**src/rtl/wb_stage_buf_pkg.sv**
```systemverilog
// Shared definitions for the MEM->WB stage buffer.
// - XLEN_DEF / RD_W_DEF : default data and register-index widths
// - wb_bundle_t         : writeback bundle layout at the default widths
// - buf_state_t         : occupancy states of the stage buffer
// - bundle_width()      : flat bundle width for arbitrary widths; the top
//                         packs fields in the same order as wb_bundle_t
package wb_stage_buf_pkg;

    localparam int XLEN_DEF = 32;
    localparam int RD_W_DEF = 5;

    typedef struct packed {
        logic                reg_write;
        logic                mem_to_reg;
        logic [RD_W_DEF-1:0] rd;
        logic [XLEN_DEF-1:0] result;
        logic [XLEN_DEF-1:0] read_data;
    } wb_bundle_t;

    typedef enum logic [1:0] {
        ST_EMPTY = 2'd0,
        ST_ONE   = 2'd1,
        ST_TWO   = 2'd2
    } buf_state_t;

    function automatic int bundle_width(input int xlen, input int rd_w);
        return 2 + rd_w + 2 * xlen;
    endfunction

endpackage

```
**src/rtl/wb_stage_buf_skid_entry.sv**
```systemverilog
// wb_skid_entry: one valid bit plus a flat writeback bundle register.
// Ports:
//   clk, rst  : clock, synchronous active-high reset (clears valid and payload)
//   i_load    : capture i_d and set valid
//   i_clear   : clear valid only; payload is held (wins over i_load)
//   i_d       : bundle to capture
//   o_valid   : entry holds a live bundle
//   o_d       : stored bundle
module wb_skid_entry #(
    parameter int W = 72
) (
    input  logic         clk,
    input  logic         rst,
    input  logic         i_load,
    input  logic         i_clear,
    input  logic [W-1:0] i_d,
    output logic         o_valid,
    output logic [W-1:0] o_d
);

    logic         r_valid;
    logic [W-1:0] r_d;

    always_ff @(posedge clk) begin
        if (rst) begin
            r_valid <= 1'b0;
            r_d     <= '0;
        end else if (i_clear) begin
            r_valid <= 1'b0;
        end else if (i_load) begin
            r_valid <= 1'b1;
            r_d     <= i_d;
        end
    end

    assign o_valid = r_valid;
    assign o_d     = r_d;

endmodule

```
**src/rtl/wb_stage_buf.sv**
```systemverilog
// wb_stage_buf: MEM->WB pipeline stage with valid/ready handshake, optional
// 2-entry skid buffer, flush, x0 write suppression and resolved writeback data.
// Ports:
//   clk, rst, flush                   : clock, sync active-high reset, drop all entries
//   in_valid / in_ready               : upstream handshake
//   in_reg_write, in_mem_to_reg, in_rd,
//   in_result, in_read_data           : incoming writeback bundle
//   out_valid / out_ready             : downstream handshake (head entry)
//   out_reg_write                     : head write enable, x0-suppressed, gated by out_valid
//   out_rd, out_wb_data               : head destination and selected writeback data
//   out_result, out_read_data         : raw head fields for forwarding/debug
//
// state    | meaning
// ST_EMPTY | no entries held, in_ready=1
// ST_ONE   | head valid, skid empty, in_ready=1
// ST_TWO   | head and skid valid, in_ready=0 (SKID_EN=1 only)
module wb_stage_buf
    import wb_stage_buf_pkg::*;
#(
    parameter int XLEN    = XLEN_DEF,
    parameter int RD_W    = RD_W_DEF,
    parameter int SKID_EN = 1
) (
    input  logic            clk,
    input  logic            rst,
    input  logic            flush,
    input  logic            in_valid,
    output logic            in_ready,
    input  logic            in_reg_write,
    input  logic            in_mem_to_reg,
    input  logic [RD_W-1:0] in_rd,
    input  logic [XLEN-1:0] in_result,
    input  logic [XLEN-1:0] in_read_data,
    output logic            out_valid,
    input  logic            out_ready,
    output logic            out_reg_write,
    output logic [RD_W-1:0] out_rd,
    output logic [XLEN-1:0] out_wb_data,
    output logic [XLEN-1:0] out_result,
    output logic [XLEN-1:0] out_read_data
);

    localparam int BW = bundle_width(XLEN, RD_W);

    buf_state_t     r_state;
    logic [BW-1:0]  w_in_bundle;
    logic [BW-1:0]  w_head_d;
    logic [BW-1:0]  w_head_q;
    logic [BW-1:0]  w_skid_q;
    logic           w_head_valid;
    logic           w_skid_valid;
    logic           w_in_rw;
    logic           w_accept;
    logic           w_release;
    logic           w_head_load;
    logic           w_head_clr;
    logic           w_skid_load;
    logic           w_skid_clr;

    // Write enable to x0 is dropped at capture so the stored bundle is already clean.
    assign w_in_rw     = in_reg_write && (in_rd != '0);
    assign w_in_bundle = {w_in_rw, in_mem_to_reg, in_rd, in_result, in_read_data};

    assign w_accept  = in_valid && in_ready && !flush;
    assign w_release = w_head_valid && out_ready;

    generate
        if (SKID_EN != 0) begin : g_skid
            // Registered-only ready: no out_ready -> in_ready path.
            assign in_ready = !w_skid_valid;
            wb_skid_entry #(.W(BW)) u_skid (
                .clk     (clk),
                .rst     (rst),
                .i_load  (w_skid_load),
                .i_clear (w_skid_clr),
                .i_d     (w_in_bundle),
                .o_valid (w_skid_valid),
                .o_d     (w_skid_q)
            );
        end else begin : g_single
            assign in_ready     = !w_head_valid || out_ready;
            assign w_skid_valid = 1'b0;
            assign w_skid_q     = '0;
        end
    endgenerate

    always_comb begin
        w_head_load = 1'b0;
        w_head_clr  = 1'b0;
        w_skid_load = 1'b0;
        w_skid_clr  = 1'b0;
        w_head_d    = w_in_bundle;
        if (flush) begin
            w_head_clr = 1'b1;
            w_skid_clr = 1'b1;
        end else begin
            case (r_state)
                ST_EMPTY: w_head_load = w_accept;
                ST_ONE: begin
                    if (w_accept && w_release) w_head_load = 1'b1;
                    else if (w_accept)         w_skid_load = 1'b1;
                    else if (w_release)        w_head_clr  = 1'b1;
                end
                ST_TWO: begin
                    // Skid entry moves forward; upstream is stalled this cycle.
                    if (w_release) begin
                        w_head_load = 1'b1;
                        w_head_d    = w_skid_q;
                        w_skid_clr  = 1'b1;
                    end
                end
                default: begin
                    w_head_clr = 1'b1;
                    w_skid_clr = 1'b1;
                end
            endcase
        end
    end

    always_ff @(posedge clk) begin
        if (rst || flush) begin
            r_state <= ST_EMPTY;
        end else begin
            case (r_state)
                ST_EMPTY: if (w_accept) r_state <= ST_ONE;
                ST_ONE: begin
                    if (w_accept && !w_release)      r_state <= ST_TWO;
                    else if (!w_accept && w_release) r_state <= ST_EMPTY;
                end
                ST_TWO:   if (w_release) r_state <= ST_ONE;
                default:  r_state <= ST_EMPTY;
            endcase
        end
    end

    wb_skid_entry #(.W(BW)) u_head (
        .clk     (clk),
        .rst     (rst),
        .i_load  (w_head_load),
        .i_clear (w_head_clr),
        .i_d     (w_head_d),
        .o_valid (w_head_valid),
        .o_d     (w_head_q)
    );

    assign out_valid     = w_head_valid;
    assign out_reg_write = w_head_valid && w_head_q[BW-1];
    assign out_rd        = w_head_q[BW-3 -: RD_W];
    assign out_result    = w_head_q[2*XLEN-1:XLEN];
    assign out_read_data = w_head_q[XLEN-1:0];
    assign out_wb_data   = w_head_q[BW-2] ? w_head_q[XLEN-1:0] : w_head_q[2*XLEN-1:XLEN];

endmodule

```
**config.mk**
```make
export PLATFORM = sky130hd
export DESIGN_NAME = wb_stage_buf
export DESIGN_NICKNAME = d
export VERILOG_FILES = /design/src/rtl/wb_stage_buf_pkg.sv /design/src/rtl/wb_stage_buf_skid_entry.sv /design/src/rtl/wb_stage_buf.sv
export SDC_FILE = /design/constraint.sdc
export NUM_CORES = 1
export LEC_CHECK = 0
export CORE_MARGIN = 4
export CORE_UTILIZATION = 47
export CTS_CLUSTER_DIAMETER = 60
export DETAILED_ROUTE_END_ITERATION = 10
export HOLD_SLACK_MARGIN = 0.12
export PLACE_DENSITY = 0.77
export SYNTH_ARGS = -nofsm -noshare
export SYNTH_HDL_FRONTEND = slang
export SYNTH_HIERARCHICAL = 1
export SYNTH_SLANG_ARGS = --single-unit
```
**constraint.sdc**
```tcl
create_clock -name clk -period 2.2 [get_ports clk]
set_input_delay 0.44 -clock clk [delete_from_list [all_inputs] [get_ports clk]]
set_output_delay 0.44 -clock clk [all_outputs]
set_load 0.005 [all_outputs]
```
* Word level (Yosys, flattened, before mapping)
Index checks and enable logic that the tools add are counted.
** Storage, ports and cells
- Register bits :: 146
- Word-level logic and storage cells :: 57
- Input bits :: 76
** Cells by class
- Bitwise gates (word level) :: 2
- Reductions and logical operators :: 22
- Mux-type cells :: 23
- Eq/ne operators :: 5
** Operator list (count)
- two-way mux 71 bit :: 3
- two-way mux 32 bit :: 1
- two-way mux 1 bit :: 11
- logical AND 1 bit :: 8
- two-way mux 2 bit :: 4
- OR reduction 2 bit :: 4
- case mux 2 bit (3 select lines) :: 1
- nonzero test 5 bit :: 1
- zero test 1 bit :: 4
- != test 2 bit, second input constant :: 2
- case mux 1 bit (2 select lines) :: 2
- AND reduction 2 bit :: 2
- != test 3 bit, second input constant :: 1
- case mux 1 bit (3 select lines) :: 1
- AND reduction 3 bit :: 1
- == test 2 x 1 -> 1 bit, second input constant :: 1
- == test 2 bit, second input constant :: 1
- zero test 2 bit :: 1
- inverter 1 bit :: 2
- logical OR 1 bit :: 1

* Logic depth before layout (Yosys ltp)
- Depth after elaboration :: 9
- Depth in mapped cells :: 11
- Depth with buffers taken out :: 7

* Modules after synthesis
Netlist, hierarchy kept.
** By module, submodules not included
- wb_skid_entry :: cells each 327, seq. area each 1441.4 um^2, instances 2, area each 3636.0 um^2
- wb_stage_buf :: cells each 144, seq. area each 40.0 um^2, instances 1, area each 1503.9 um^2

* Worst setup path before layout
No wires, ideal clock.
- Path type :: input-to-reg
- Start :: in flush
- End :: reg u_head.r_d[68] (netlist: u_head/o_d[68])
- Library setup time :: 116 ps
- Stages :: 10
- Setup slack :: 86 ps
- Data arrival time :: 1998 ps
- Buffers on the path :: 4
- Cell sequence :: buf_6 -> nor3b_4 -> inv_2 -> or3_4 -> a31oi_1 -> buf_6 -> nor2b_4 -> buf_12 -> buf_12 -> o21ai_2
** Between the ends
- Elaborated cells between the ends (all ways) :: 13
** RTL lines
- start: declaration :: RTL line wb_stage_buf.sv:26 : input logic flush,
- zero test 1 bit :: RTL line wb_stage_buf.sv:64 : assign w_accept = in_valid && in_ready && !flush;
- logical AND 1 bit :: RTL line wb_stage_buf.sv:64
- logical AND 1 bit :: RTL line wb_stage_buf.sv:100 : if (w_accept && w_release) w_head_load = 1'b1;
- two-way mux 1 bit :: RTL line wb_stage_buf.sv:100
- case mux 1 bit (3 select lines) :: RTL line wb_stage_buf.sv:97 : case (r_state)
- two-way mux 1 bit (*) :: RTL line wb_stage_buf.sv:93 : if (flush) begin
- named net w_head_load :: RTL line wb_stage_buf.sv:55 : logic w_head_load;
- AND reduction 2 bit (no line) (*)
- end signal: assignment :: RTL line wb_stage_buf_skid_entry.sv:32 : r_d <= i_d;
- end: declaration :: RTL line wb_stage_buf_skid_entry.sv:22 : logic [W-1:0] r_d;
Mark *: on every way through the listed nets, which the timed path passes. The rest lies on a longest branch.
A chain may end at the register's enable or synchronous reset.

* Worst setup path in the final report
- Start :: in flush
- End :: reg u_head.r_d[35] (netlist: u_head/o_d[35])
The elaborated chain is that of the path after synthesis.

==> qor.yml <==
worst_slew_pin_slew_ps: 343
switching_power_mw: 1.44
die-area_um2: 20900
via_per_inst: 5.57
period_share_pct: 97.2
firstDrtPassIters: 4
ys_warn_count: 6
cts_buffers: 17
clkSinkCount: 146
maxSlewViolCount: 0
h-tree-depth: 4
design.core.area_um2: 18100
die_w_um: 145
ant_nets: 0
grt_pass1_wl_um: 38500
routedWlPerCell_um: 20.7
powerDensity_nw_per_um2: 554
busiest_layer: "met2"
postSynthNetCount: 877
pin_count: 180
die_h_um: 145
cts_buffer_depth: 2
yosys-top-cells-area: "dfxtp_1 33%, nand4bb_1 18%, o21ai_2 14%"
setup_slack_ps: 61.2
cts_tree: "built"
grt_max_degree: 94
synthDominantCellAreaShare_pct: 33.3
syn_area_um2: 8780
area_growth_pct: 29.5
yosysTopAreaCell: "dfxtp_1"
reg2reg_from: "g_skid.u_skid/o_valid"
cp.arrival_ps: 2440
grt_use_met1_pct: 32.6
p_sw_share_pct: 22.9
critPathLaunchType: "primary input"
endpoint: "u_head/o_d[35]"
power_mw: 6.29
grt_use_met2_pct: 36.4
critPathLaunch: "flush"
place_hpwl_um: 16500
nets: 1034
gr-total-overflow: 0
drc: 0
track_usage_pct: 23.6
fin_skew_ps: 10.3
intPower_mw: 4.85
cp-end-kind: "flip-flop"
diodes: 0
clkTransAtPathRegs_ps: 60
hold_path.class: "in2reg"
max_cap_violations: 0
regToRegSetupSlack_ps: 220
num_vias: 6668
portBuffers: 179
vdd_drop_max_uv: 501
p_leak_nw: 4.32
dp_slack_ps: -377
final_hold_viol_count: 0
grt_pass1_vias: 6733
ys_types: 32
drt_iter0_drc: 468
ys_seq_area_share_pct: 33.3
start_util_pct: 48.4
synth-seq-cells: 146
fmax_ghz: 0.468
clock_latency_ps: 420
gp_congestion: 0.800
finalSetupViolCount: 0
relSlewSlack_pct: 77.2
layout-drive-gt1-share_pct: 33.0
required_ps: 2500
r2r_cells: 8
p_seq_share_pct: 43.0
met3_usage_pct: 5.99
antenna_found_initial: 3
critical_path_class: "in2reg"
syn_area_per_cell_um2: 11.0
crit_fanout: 23
syn_inst: 798
layout_min_cycle_time_ps: 2140
rows: 49
wl_um: 24800
hold_buffers: 0
r2r_end: "u_head/o_d[35]"
root_buffer: "clkbuf_16"
power.share.clock_pct: 45.8
p_comb_share_pct: 11.2
status: "complete, no violations"
flip-flops by register name (all words and copies together) (netlist names):
signal	count
u_head/o_d	71
g_skid.u_skid/o_valid	1
r_state	2
g_skid.u_skid/o_d	71
u_head/o_valid	1
per-stage QoR:
stage / instances / setup TNS (ps) / hold slack, ps / util (%) / area, um^2
detailed placement: 1155 / -37740 / 456 / 58.5 / 10600
finish: 1197 / 0 / 375 / 62.6 / 11400
global route: 1197 / -29.0 / 391 / 62.6 / 11400
global placement: 1155 / -33950 / 454 / 58.5 / 10600
CTS: 1187 / 0 / 355 / 61.8 / 11200
floorplan: 798 / 0 / 440 / - / 8780
cell usage after synthesis (all sizes together):
library cell and instances:
ha 3, inv 3, nand4b 1, dfxtp 146
a32oi 1, o21a 1, nor3b 1, and2 2
buf 63, and3b 1, nor2b 4, a311oi 1
nor2 3, nand2 1, clkbuf 27, nand4bb 142
or4 1, nand2b 145, mux2 103, a31oi 1
o21ai 144, nor3 3, or3 1
logic make-up (layout without fill, tap and decap cells):
kind of cell / after synthesis / in the layout / share of synthesized area, %
buffers and inverters: 93 / 263 / 8.14
DFF: 146 / 146 / 33.3
adders and majority gates: 3 / 3 / 0.428
muxes: 103 / 103 / 13.2
AOI/OAI and AO/OA: 148 / 148 / 14.6
and+or+nand+nor: 305 / 305 / 30.3
final cells by class:
class                           count  area (um^2)
Inverter                            3         11.3
Tap cell                          229          287
Multi-Input combinational cell    559         5160
Clock buffer                       22          474
Fill cell                        1486         6790
Timing Repair Buffer              228         2400
Clock inverter                     10          106
Sequential cell                   146         2930
what timing repair did:
action                                  in CTS  in global routing
buffers inserted                             0                  9
endpoints found under the hold margin        0                  0
endpoints found under the setup margin      32                 54
gates cloned                                 0                  1
gates resized for setup                     20                 19
metal layers:
metal / part of all wire, % / wire [um]
met5: 0.14 / 34
met2: 45 / 11200
met4: 2.1 / 528
met1: 46 / 11400
met3: 6.5 / 1610
worst min-delay path by stage:
stage	start	endpoint	slack, ps	cells past startpoint
after floorplan	g_skid.u_skid/o_d[67]	g_skid.u_skid/o_d[67]	440	2
after global placement	g_skid.u_skid/o_d[67]	g_skid.u_skid/o_d[67]	450	2
after detailed placement	g_skid.u_skid/o_d[67]	g_skid.u_skid/o_d[67]	460	2
after CTS	rst	u_head/o_valid	350	2
after global routing	rst	u_head/o_valid	390	2
final	rst	u_head/o_valid	370	2
critical path, stage by stage:
cell and delay (ps):
clkdlybuf4s50_1 460, nor3b_4 260, inv_2 60, or3_4 350, a31oi_4 230, nor2b_4 210, buf_12 130, buf_12 200
o21ai_2 90
cells in the final DEF (no fill, tap or decap), drive strengths merged, types with 3 or more instances in the layout:
cell / n
clkdlybuf4s50: 146
dfxtp: 146
nand2b: 145
o21ai: 144
nand4bb: 142
mux2: 103
buf: 49
clkbuf: 23
dlymetal6s2s: 19
dlygate4sd2: 13
clkinv: 6
inv: 4
nor2b: 4
nor3: 3
ha: 3
nor2: 3
power by group through the flow:
stage	combinational (mW)	sequential (mW)	clock (mW)
after floorplan	0.383	2.76	0
after global placement	0.695	2.77	0
after detailed placement	0.695	2.77	0
after CTS	0.699	2.71	2.92
after global routing	0.750	2.71	3.04
final	0.705	2.71	2.88
No activity file was read; power rests on OpenSTA's default activity.
